**config.mk**
```make
export PLATFORM = sky130hd
export DESIGN_NAME = hood_mode_ctrl
export DESIGN_NICKNAME = d
export VERILOG_FILES = /design/src/rtl/hood_pkg.sv /design/src/rtl/btn_conditioner.sv /design/src/rtl/hood_mode_ctrl.sv
export SDC_FILE = /design/constraint.sdc
export NUM_CORES = 1
export LEC_CHECK = 0
export BUFFER_PORTS_ARGS = -buffer_cell sky130_fd_sc_hd__buf_2
export CORE_MARGIN = 2
export CORE_UTILIZATION = 64
export DETAILED_ROUTE_END_ITERATION = 6
export PLACE_DENSITY = 0.83
export RECOVER_POWER = 50
export SLEW_MARGIN = 20
export SYNTH_ARGS = -nofsm -noshare
export SYNTH_HDL_FRONTEND = slang
export SYNTH_SLANG_ARGS = --single-unit
```
**constraint.sdc**
```tcl
create_clock -name clk -period 3.1 [get_ports clk]
set_input_delay 0.155 -clock clk [delete_from_list [all_inputs] [get_ports clk]]
set_output_delay 0.155 -clock clk [all_outputs]
set_load 0.02 [all_outputs]
```
**src/rtl/hood_pkg.sv**
```systemverilog
// hood_pkg: shared definitions for the range-hood mode controller.
//   - MODE_* : mode_state encoding, also decoded by the downstream fan/timer stage
//   - hood_state_t : controller FSM state enum
//   - cnt_width() : width of a counter that must hold 0 .. limit-1
package hood_pkg;

    localparam logic [2:0] MODE_STBY = 3'b000;
    localparam logic [2:0] MODE_L1   = 3'b001;
    localparam logic [2:0] MODE_L2   = 3'b010;
    localparam logic [2:0] MODE_L3   = 3'b011;

    typedef enum logic [2:0] {
        ST_STBY,
        ST_MENU,
        ST_L1,
        ST_L2,
        ST_L3
    } hood_state_t;

    function automatic int cnt_width(input int limit);
        return (limit > 1) ? $clog2(limit) : 1;
    endfunction

    function automatic logic [2:0] mode_of(input hood_state_t s);
        case (s)
            ST_L1:   return MODE_L1;
            ST_L2:   return MODE_L2;
            ST_L3:   return MODE_L3;
            default: return MODE_STBY;
        endcase
    endfunction

endpackage

```
**src/rtl/btn_conditioner.sv**
```systemverilog
// btn_conditioner: turns one raw push-button into a single-cycle press pulse.
//   2-flop synchronizer -> optional debounce filter -> rising-edge detector.
// Build option: HOOD_MODE_DEBOUNCE_EN adds the debounce filter; without it the
//   synchronized level feeds the edge detector directly.
// Ports:
//   clk         in  system clock, rising edge
//   rst         in  asynchronous active-high reset
//   btn_raw     in  raw asynchronous button, high while pressed
//   press_pulse out one-cycle pulse per accepted press
module btn_conditioner
    import hood_pkg::*;
#(
    parameter int DEBOUNCE_CYCLES = 10
) (
    input  logic clk,
    input  logic rst,
    input  logic btn_raw,
    output logic press_pulse
);

    logic sync1_q, sync1_d;
    logic sync2_q, sync2_d;
    logic prev_q, prev_d;
    logic level;

    always_comb begin
        sync1_d = btn_raw;
        sync2_d = sync1_q;
        prev_d  = level;
    end

    always_ff @(posedge clk or posedge rst) begin
        if (rst) begin
            sync1_q <= 1'b0;
            sync2_q <= 1'b0;
            prev_q  <= 1'b0;
        end else begin
            sync1_q <= sync1_d;
            sync2_q <= sync2_d;
            prev_q  <= prev_d;
        end
    end

`ifdef HOOD_MODE_DEBOUNCE_EN
    localparam int CW = cnt_width(DEBOUNCE_CYCLES);
    localparam logic [CW-1:0] CNT_LAST = CW'(DEBOUNCE_CYCLES - 1);

    logic [CW-1:0] cnt_q, cnt_d;
    logic          level_q, level_d;

    // Count consecutive cycles where the synchronized input disagrees with
    // the accepted level; any agreement clears the count, so a bounce
    // restarts the wait.
    always_comb begin
        cnt_d   = '0;
        level_d = level_q;
        if (sync2_q != level_q) begin
            if (cnt_q == CNT_LAST) begin
                level_d = sync2_q;
            end else begin
                cnt_d = cnt_q + 1'b1;
            end
        end
    end

    always_ff @(posedge clk or posedge rst) begin
        if (rst) begin
            cnt_q   <= '0;
            level_q <= 1'b0;
        end else begin
            cnt_q   <= cnt_d;
            level_q <= level_d;
        end
    end

    assign level = level_q;
`else
    assign level = sync2_q;
`endif

    assign press_pulse = level & ~prev_q;

endmodule

```
**src/rtl/hood_mode_ctrl.sv**
```systemverilog
// hood_mode_ctrl: range-hood fan mode controller (standby / menu / 3 levels).
// Build option: HOOD_MODE_DEBOUNCE_EN enables button debounce filtering.
// Ports:
//   clk             in  system clock, rising edge
//   rst             in  asynchronous active-high reset
//   menu_btn        in  raw menu button
//   mode1_btn       in  raw level-1 button
//   mode2_btn       in  raw level-2 button
//   mode3_btn       in  raw hurricane button
//   mode_state[2:0] out 000 standby, 001 L1, 010 L2, 011 hurricane
//   menu_active     out high while in MENU
//   hurricane_used  out sticky, set on first hurricane entry
//
// state | meaning
// ------+--------------------------------------------------
// STBY  | fan off, waits for menu
// MENU  | selection menu, idle timeout back to STBY
// L1    | fan level 1
// L2    | fan level 2
// L3    | hurricane, timed dwell then drops to L2
module hood_mode_ctrl
    import hood_pkg::*;
#(
    parameter int DEBOUNCE_CYCLES     = 10,
    parameter int MENU_TIMEOUT_CYCLES = 5000,
    parameter int HURRICANE_CYCLES    = 30000
) (
    input  logic       clk,
    input  logic       rst,
    input  logic       menu_btn,
    input  logic       mode1_btn,
    input  logic       mode2_btn,
    input  logic       mode3_btn,
    output logic [2:0] mode_state,
    output logic       menu_active,
    output logic       hurricane_used
);

    localparam int MW = cnt_width(MENU_TIMEOUT_CYCLES);
    localparam int HW = cnt_width(HURRICANE_CYCLES);
    localparam logic [MW-1:0] MENU_LAST = MW'(MENU_TIMEOUT_CYCLES - 1);
    localparam logic [HW-1:0] HURR_LAST = HW'(HURRICANE_CYCLES - 1);

    logic menu_p, mode1_p, mode2_p, mode3_p;

    btn_conditioner #(.DEBOUNCE_CYCLES(DEBOUNCE_CYCLES)) u_menu (
        .clk(clk), .rst(rst), .btn_raw(menu_btn),  .press_pulse(menu_p));
    btn_conditioner #(.DEBOUNCE_CYCLES(DEBOUNCE_CYCLES)) u_mode1 (
        .clk(clk), .rst(rst), .btn_raw(mode1_btn), .press_pulse(mode1_p));
    btn_conditioner #(.DEBOUNCE_CYCLES(DEBOUNCE_CYCLES)) u_mode2 (
        .clk(clk), .rst(rst), .btn_raw(mode2_btn), .press_pulse(mode2_p));
    btn_conditioner #(.DEBOUNCE_CYCLES(DEBOUNCE_CYCLES)) u_mode3 (
        .clk(clk), .rst(rst), .btn_raw(mode3_btn), .press_pulse(mode3_p));

    hood_state_t   state_q, state_d;
    logic [MW-1:0] menu_cnt_q, menu_cnt_d;
    logic [HW-1:0] dwell_cnt_q, dwell_cnt_d;
    logic          hu_q, hu_d;

    // Pulses are priority-resolved (menu > mode3 > mode2 > mode1) before the
    // state acts on them, so a masked lower pulse never acts in the same
    // cycle. Both counters default to zero, which clears them on every exit
    // and on any pulse seen in MENU.
    always_comb begin
        state_d     = state_q;
        menu_cnt_d  = '0;
        dwell_cnt_d = '0;
        hu_d        = hu_q;
        case (state_q)
            ST_STBY: begin
                if (menu_p) state_d = ST_MENU;
            end
            ST_MENU: begin
                if (menu_p) begin
                    state_d = ST_STBY;
                end else if (mode3_p) begin
                    if (!hu_q) state_d = ST_L3;
                end else if (mode2_p) begin
                    state_d = ST_L2;
                end else if (mode1_p) begin
                    state_d = ST_L1;
                end else if (menu_cnt_q == MENU_LAST) begin
                    state_d = ST_STBY;
                end else begin
                    menu_cnt_d = menu_cnt_q + 1'b1;
                end
            end
            ST_L1, ST_L2: begin
                if (menu_p) begin
                    state_d = ST_STBY;
                end else if (mode3_p) begin
                    if (!hu_q) state_d = ST_L3;
                end else if (mode2_p) begin
                    state_d = ST_L2;
                end else if (mode1_p) begin
                    state_d = ST_L1;
                end
            end
            ST_L3: begin
                if (menu_p) begin
                    state_d = ST_STBY;
                end else if (dwell_cnt_q == HURR_LAST) begin
                    state_d = ST_L2;
                end else begin
                    dwell_cnt_d = dwell_cnt_q + 1'b1;
                end
            end
            default: state_d = ST_STBY;
        endcase
        if ((state_d == ST_L3) && (state_q != ST_L3)) hu_d = 1'b1;
    end

    always_ff @(posedge clk or posedge rst) begin
        if (rst) begin
            state_q     <= ST_STBY;
            menu_cnt_q  <= '0;
            dwell_cnt_q <= '0;
            hu_q        <= 1'b0;
        end else begin
            state_q     <= state_d;
            menu_cnt_q  <= menu_cnt_d;
            dwell_cnt_q <= dwell_cnt_d;
            hu_q        <= hu_d;
        end
    end

    assign mode_state     = mode_of(state_q);
    assign menu_active    = (state_q == ST_MENU);
    assign hurricane_used = hu_q;

endmodule

```
* Word-level counts from Yosys, hierarchy flattened
Cells that the tools add are included.
** Cells by class
- $add $sub $neg :: 2
- Eq/ne operators :: 8
- Multiplexer cells :: 24
- Bitwise gates (word level) :: 8
- Reductions and logical operators :: 3
** Operator list (count)
- 13-bit 2-to-1 mux :: 6
- 15-bit 2-to-1 mux :: 3
- 3-bit 2-to-1 mux :: 13
- 15-bit by 1-bit adder with 15-bit output (second input constant) :: 1
- 15-bit == test (second input constant) :: 1
- 13-bit by 1-bit adder with 13-bit output (second input constant) :: 1
- 13-bit == test (second input constant) :: 1
- 3-bit case mux with 4 select lines :: 1
- 3-bit by 2-bit == test with 1-bit output (second input constant) :: 2
- 3-bit == test (second input constant) :: 2
- 2-bit case mux with 3 select lines :: 1
- 1-bit AND :: 4
- 1-bit inverter :: 4
- 3-bit by 1-bit == test with 1-bit output (second input constant) :: 1
- 3-bit zero test :: 1
- 3-bit != test (second input constant) :: 1
- 2-bit OR reduction :: 1
- 1-bit logical AND :: 1
** Storage, ports and cells
- Flip-flop bits (word level) :: 44
- Output and inout port bits :: 5
- Logic and storage cells :: 61

* Depth between registers and ports, before layout
- Word-level depth :: 9
- Gate-level depth with buffers :: 6

* Cells and area by module
From an unflattened synthesis, not the netlist that was laid out.
** Unflattened totals
- Cells, all modules :: 194
- Area total of the unflattened synthesis :: 2023.2 µm²
** By module, submodules not included
- hood_mode_ctrl :: instances 1, cells an instance 174, area an instance 1652.8 µm², sequential area each 800.8 µm²
- btn_conditioner :: instances 4, cells an instance 5, area an instance 92.6 µm², sequential area each 75.1 µm²

* Worst setup path before layout
No wires, ideal clock.
- Kind :: register to register
- From :: reg state_q[2]
- To :: reg menu_cnt_q[10]
- Data arrival time :: 1803 ps
- Required time :: 3029 ps
- Setup slack :: 1225 ps
- Stages on the path, launching flop included :: 7
- Buffers on the path :: 2
- Clock period less this slack :: 1875 ps
- Cell sequence :: dfrtp_1 -> clkbuf_1 -> nor3b_1 -> nand2_1 -> or3_4 -> buf_6 -> nor2_1
** Between the ends
- Cells in the longest elaborated chain, start to end :: 2
** Ends and longest elaborated chain
- from (decl) :: line hood_mode_ctrl.sv:55 : hood_state_t state_q, state_d;
- from (signal assigned) :: line hood_mode_ctrl.sv:120 : state_q <= state_d;
- 3-bit by 1-bit == test with 1-bit output
- named net menu_active :: line hood_mode_ctrl.sv:35 : output logic menu_active,
- 13-bit 2-to-1 mux :: line hood_mode_ctrl.sv:69 : case (state_q)
- named net menu_cnt_d[10] :: line hood_mode_ctrl.sv:56 : logic [MW-1:0] menu_cnt_q, menu_cnt_d;
- to (signal assigned) :: line hood_mode_ctrl.sv:121 : menu_cnt_q <= menu_cnt_d;
- to (decl) :: line hood_mode_ctrl.sv:56
The timed path passes the listed nets, and every way through them passes these cells.
A chain may end at the register's enable or synchronous reset.

==> impl_metrics.env <==
export IMPL_rows=20
export IMPL_fin_nets=210
export IMPL_worstSetupPathType="in -> async"
export IMPL_synth_nets=195
export IMPL_num_vias=1354
export IMPL_worst_pin_slew_ns=0.993
export IMPL_hold_class="reg -> reg"
export IMPL_p_per_area_mw_per_mm2=514
export IMPL_grt_ovfl_total=0
export IMPL_largest_registers="dwell_cnt_q (15), menu_cnt_q (13), state_q (3)"
export IMPL_firstDrtPassIters=4
export IMPL_place_inst=223
export IMPL_grtUsageMet2_pct=35.6
export IMPL_worstSetupEndpointType="asynchronous set/reset pin"
export IMPL_p_total_uw=1110
export IMPL_yosys_warnings=0
export IMPL_power_leakage_uw=0.000897
export IMPL_synth_enable_flop_cells=0
export IMPL_synth_avg_cell_area_um2=10.5
export IMPL_skew_ns=0.00439
export IMPL_busiest_layer="met2"
export IMPL_synthToLayoutAreaGrowth_pct=9.40
export IMPL_chipHeight_um=59.5
export IMPL_synthCells=187
export IMPL_dieWidth_um=59.5
export IMPL_antenna_found_initial=0
export IMPL_largest_register_ffs=15
export IMPL_synthesis_area_mm2=0.00197
export IMPL_r2r_setup_slack_ns=1.31
export IMPL_drc=0
export IMPL_top_register="dwell_cnt_q"
export IMPL_antennaDiodeCount=0
export IMPL_peakVddDrop_v=0.000424
export IMPL_grt_pass1_vias=1339
export IMPL_core_mm2=0.00298
export IMPL_finalMaxSlewViolations=0
export IMPL_cts_sinks=44
export IMPL_portBuffers=9
export IMPL_cts_buffers_inserted=5
export IMPL_clock_latency_ns=0.35
export IMPL_max_slew_margin_pct=33.8
export IMPL_ys_flop_type="dfrtp_1"
export IMPL_post_cts_setup_buffers=0
export IMPL_ys_types=37
export IMPL_hold_viol_final=0
export IMPL_wl_mm=3.24
export IMPL_clk_pin_slew_ns=0.13
export IMPL_cap_violations=0
export IMPL_clockBufferDepth=2
export IMPL_ioPinCount=11
export IMPL_startpoint_type="primary input"
export IMPL_cp_data_arrival_time_ns=2.26
export IMPL_period_needed_ns=1.90
export IMPL_post_synth_top_area_fraction_pct=55.9
export IMPL_cp_max_fo=25
export IMPL_dp_hpwl_mm=2.29
export IMPL_yosys_area_top_type="dfrtp_1"
export IMPL_grt_pass1_wl_mm=5.59
export IMPL_setup_viol=0
export IMPL_instances_no_fill=236
export IMPL_viasPerCell=5.74
export IMPL_grt_util_met1_pct=26.3
export IMPL_tns_ns=0
export IMPL_fmax_ghz=0.525
export IMPL_post_drt_wl_per_cell_um=13.7
export IMPL_grt_util_all_layers_pct=21.5
export IMPL_gp_congestion=0.879
export IMPL_holdWs_ns=0.363
export IMPL_h_tree_depth=2
export IMPL_drive_gt1_share_pct=10.8
export IMPL_grt_max_degree=26
export IMPL_drt_iter0_markers=59
export IMPL_globalRouteMet3Util_pct=4.37
export IMPL_async_reset_ff_share_pct=100
export IMPL_ant_nets=0
export IMPL_cp_data_required_time_ns=3.45
export IMPL_die_area_mm2=0.00354
export IMPL_start_util_pct=66.2
export IMPL_yosysSeqAreaShare_pct=55.9
export IMPL_ys_top_cells_by_area="dfrtp_1 (56%), xor2_1 (6.2%), nor2_1 (6.1%)"
export IMPL_rsz0062_at_grt="no"
export IMPL_clock_root_buffer="clkbuf_4"
export IMPL_status="finished, final reports clean"
export IMPL_ys_ff_latch=44
export IMPL_tritoncts="yes"
export IMPL_fin_crit_sh_pct=61.4
Yosys cell counts, types with 2 or more instances:
cell,n
nand4_1,9
inv_1,3
and2_1,2
xor2_1,14
and3_1,3
a21oi_1,3
nor3_1,4
xnor2_1,10
o21ai_0,3
nor2_1,32
nand2_1,10
nand3_1,13
ha_1,2
and4_1,4
dfrtp_1,44
clkbuf_1,5
nand2b_1,6
metrics by stage:
step | instance area, um2 | utilization, % | setup slack (ns)
after floorplan | 1970 | - | 1.23
after global placement | 2030 | 68.1 | 1.34
after detailed placement | 2030 | 68.1 | 1.32
after CTS | 2160 | 72.6 | 1.31
after global routing | 2160 | 72.4 | 0.764
final | 2160 | 72.4 | 1.20
area by class of cell:
type / instances / area (um2)
Clock inverter: 3 / 46.3
Clock buffer: 5 / 37.5
Sequential cell: 44 / 1100
Tap cell: 33 / 41.3
Fill cell: 206 / 822
Timing Repair Buffer: 15 / 97.6
Inverter: 3 / 11.3
Multi-Input combinational cell: 133 / 821
timing repair:
item / 4_1_cts / 5_1_grt
endpoints found under the hold margin: 5 / 0
gates resized for setup: 0 / 0
hold buffers: 5 / 0
power by group:
| part | total [uW] | internal (uW) | switching (uW) |
|---|---|---|---|
| Sequential | 625 | 597 | 28.2 |
| Combinational | 128 | 48.1 | 79.6 |
| Clock | 355 | 172 | 183 |
| Total | 1110 | 818 | 291 |
routing by layer:
metal	vias to the layer above	share of wire (%)
met2	29	52
met5	-	0
met3	5	3.3
met4	0	1.6
met1	655	43
li1	665	-
worst paths after layout:
kind,depth (start not counted),to,startpoint
max,4,menu_cnt_q[0],rst
min,0,u_menu.level,u_menu.sync1_q
max reg2reg,4,menu_cnt_q[6],menu_cnt_q[3]
min reg2reg,0,u_menu.level,u_menu.sync1_q
max in group clk,4,menu_cnt_q[6],menu_cnt_q[3]
min in group asynchronous,3,dwell_cnt_q[11],rst
worst max-delay path: stages:
cell           delay [ns]
dlygate4sd3_1        0.53
buf_2                0.11
inv_1                0.64
clkbuf_1             0.81
logic make-up after synthesis:
group / Yosys count / share of synthesized area [%]
AOI/OAI and AO/OA: 10 / 3.11
xor gates and xnor gates: 24 / 10.7
adders and majority gates: 2 / 1.27
buffers and inverters: 10 / 2.48
DFF: 44 / 55.9
muxes: 1 / 0.571
other: 1 / 0.190
and+or+nand+nor: 95 / 25.8
cells in the final DEF (no fill, tap or decap), types with 2 or more instances in the layout:
cell type / synthesis / layout
clkbuf_1: 5 / 2
and2_1: 2 / 2
and3_1: 3 / 3
dfrtp_1: 44 / 44
dlygate4sd3_1: 0 / 5
clkbuf_4: 0 / 5
nand2_1: 10 / 10
nand2b_1: 6 / 6
buf_2: 0 / 8
xnor2_1: 10 / 10
o21ai_0: 3 / 3
nor2_1: 32 / 32
nor3_1: 4 / 4
a21oi_1: 3 / 3
inv_1: 3 / 3
nand3_1: 13 / 13
xor2_1: 14 / 14
and4_1: 4 / 4
ha_1: 2 / 2
nand4_1: 9 / 9
(Power assumes the default switching activity.)
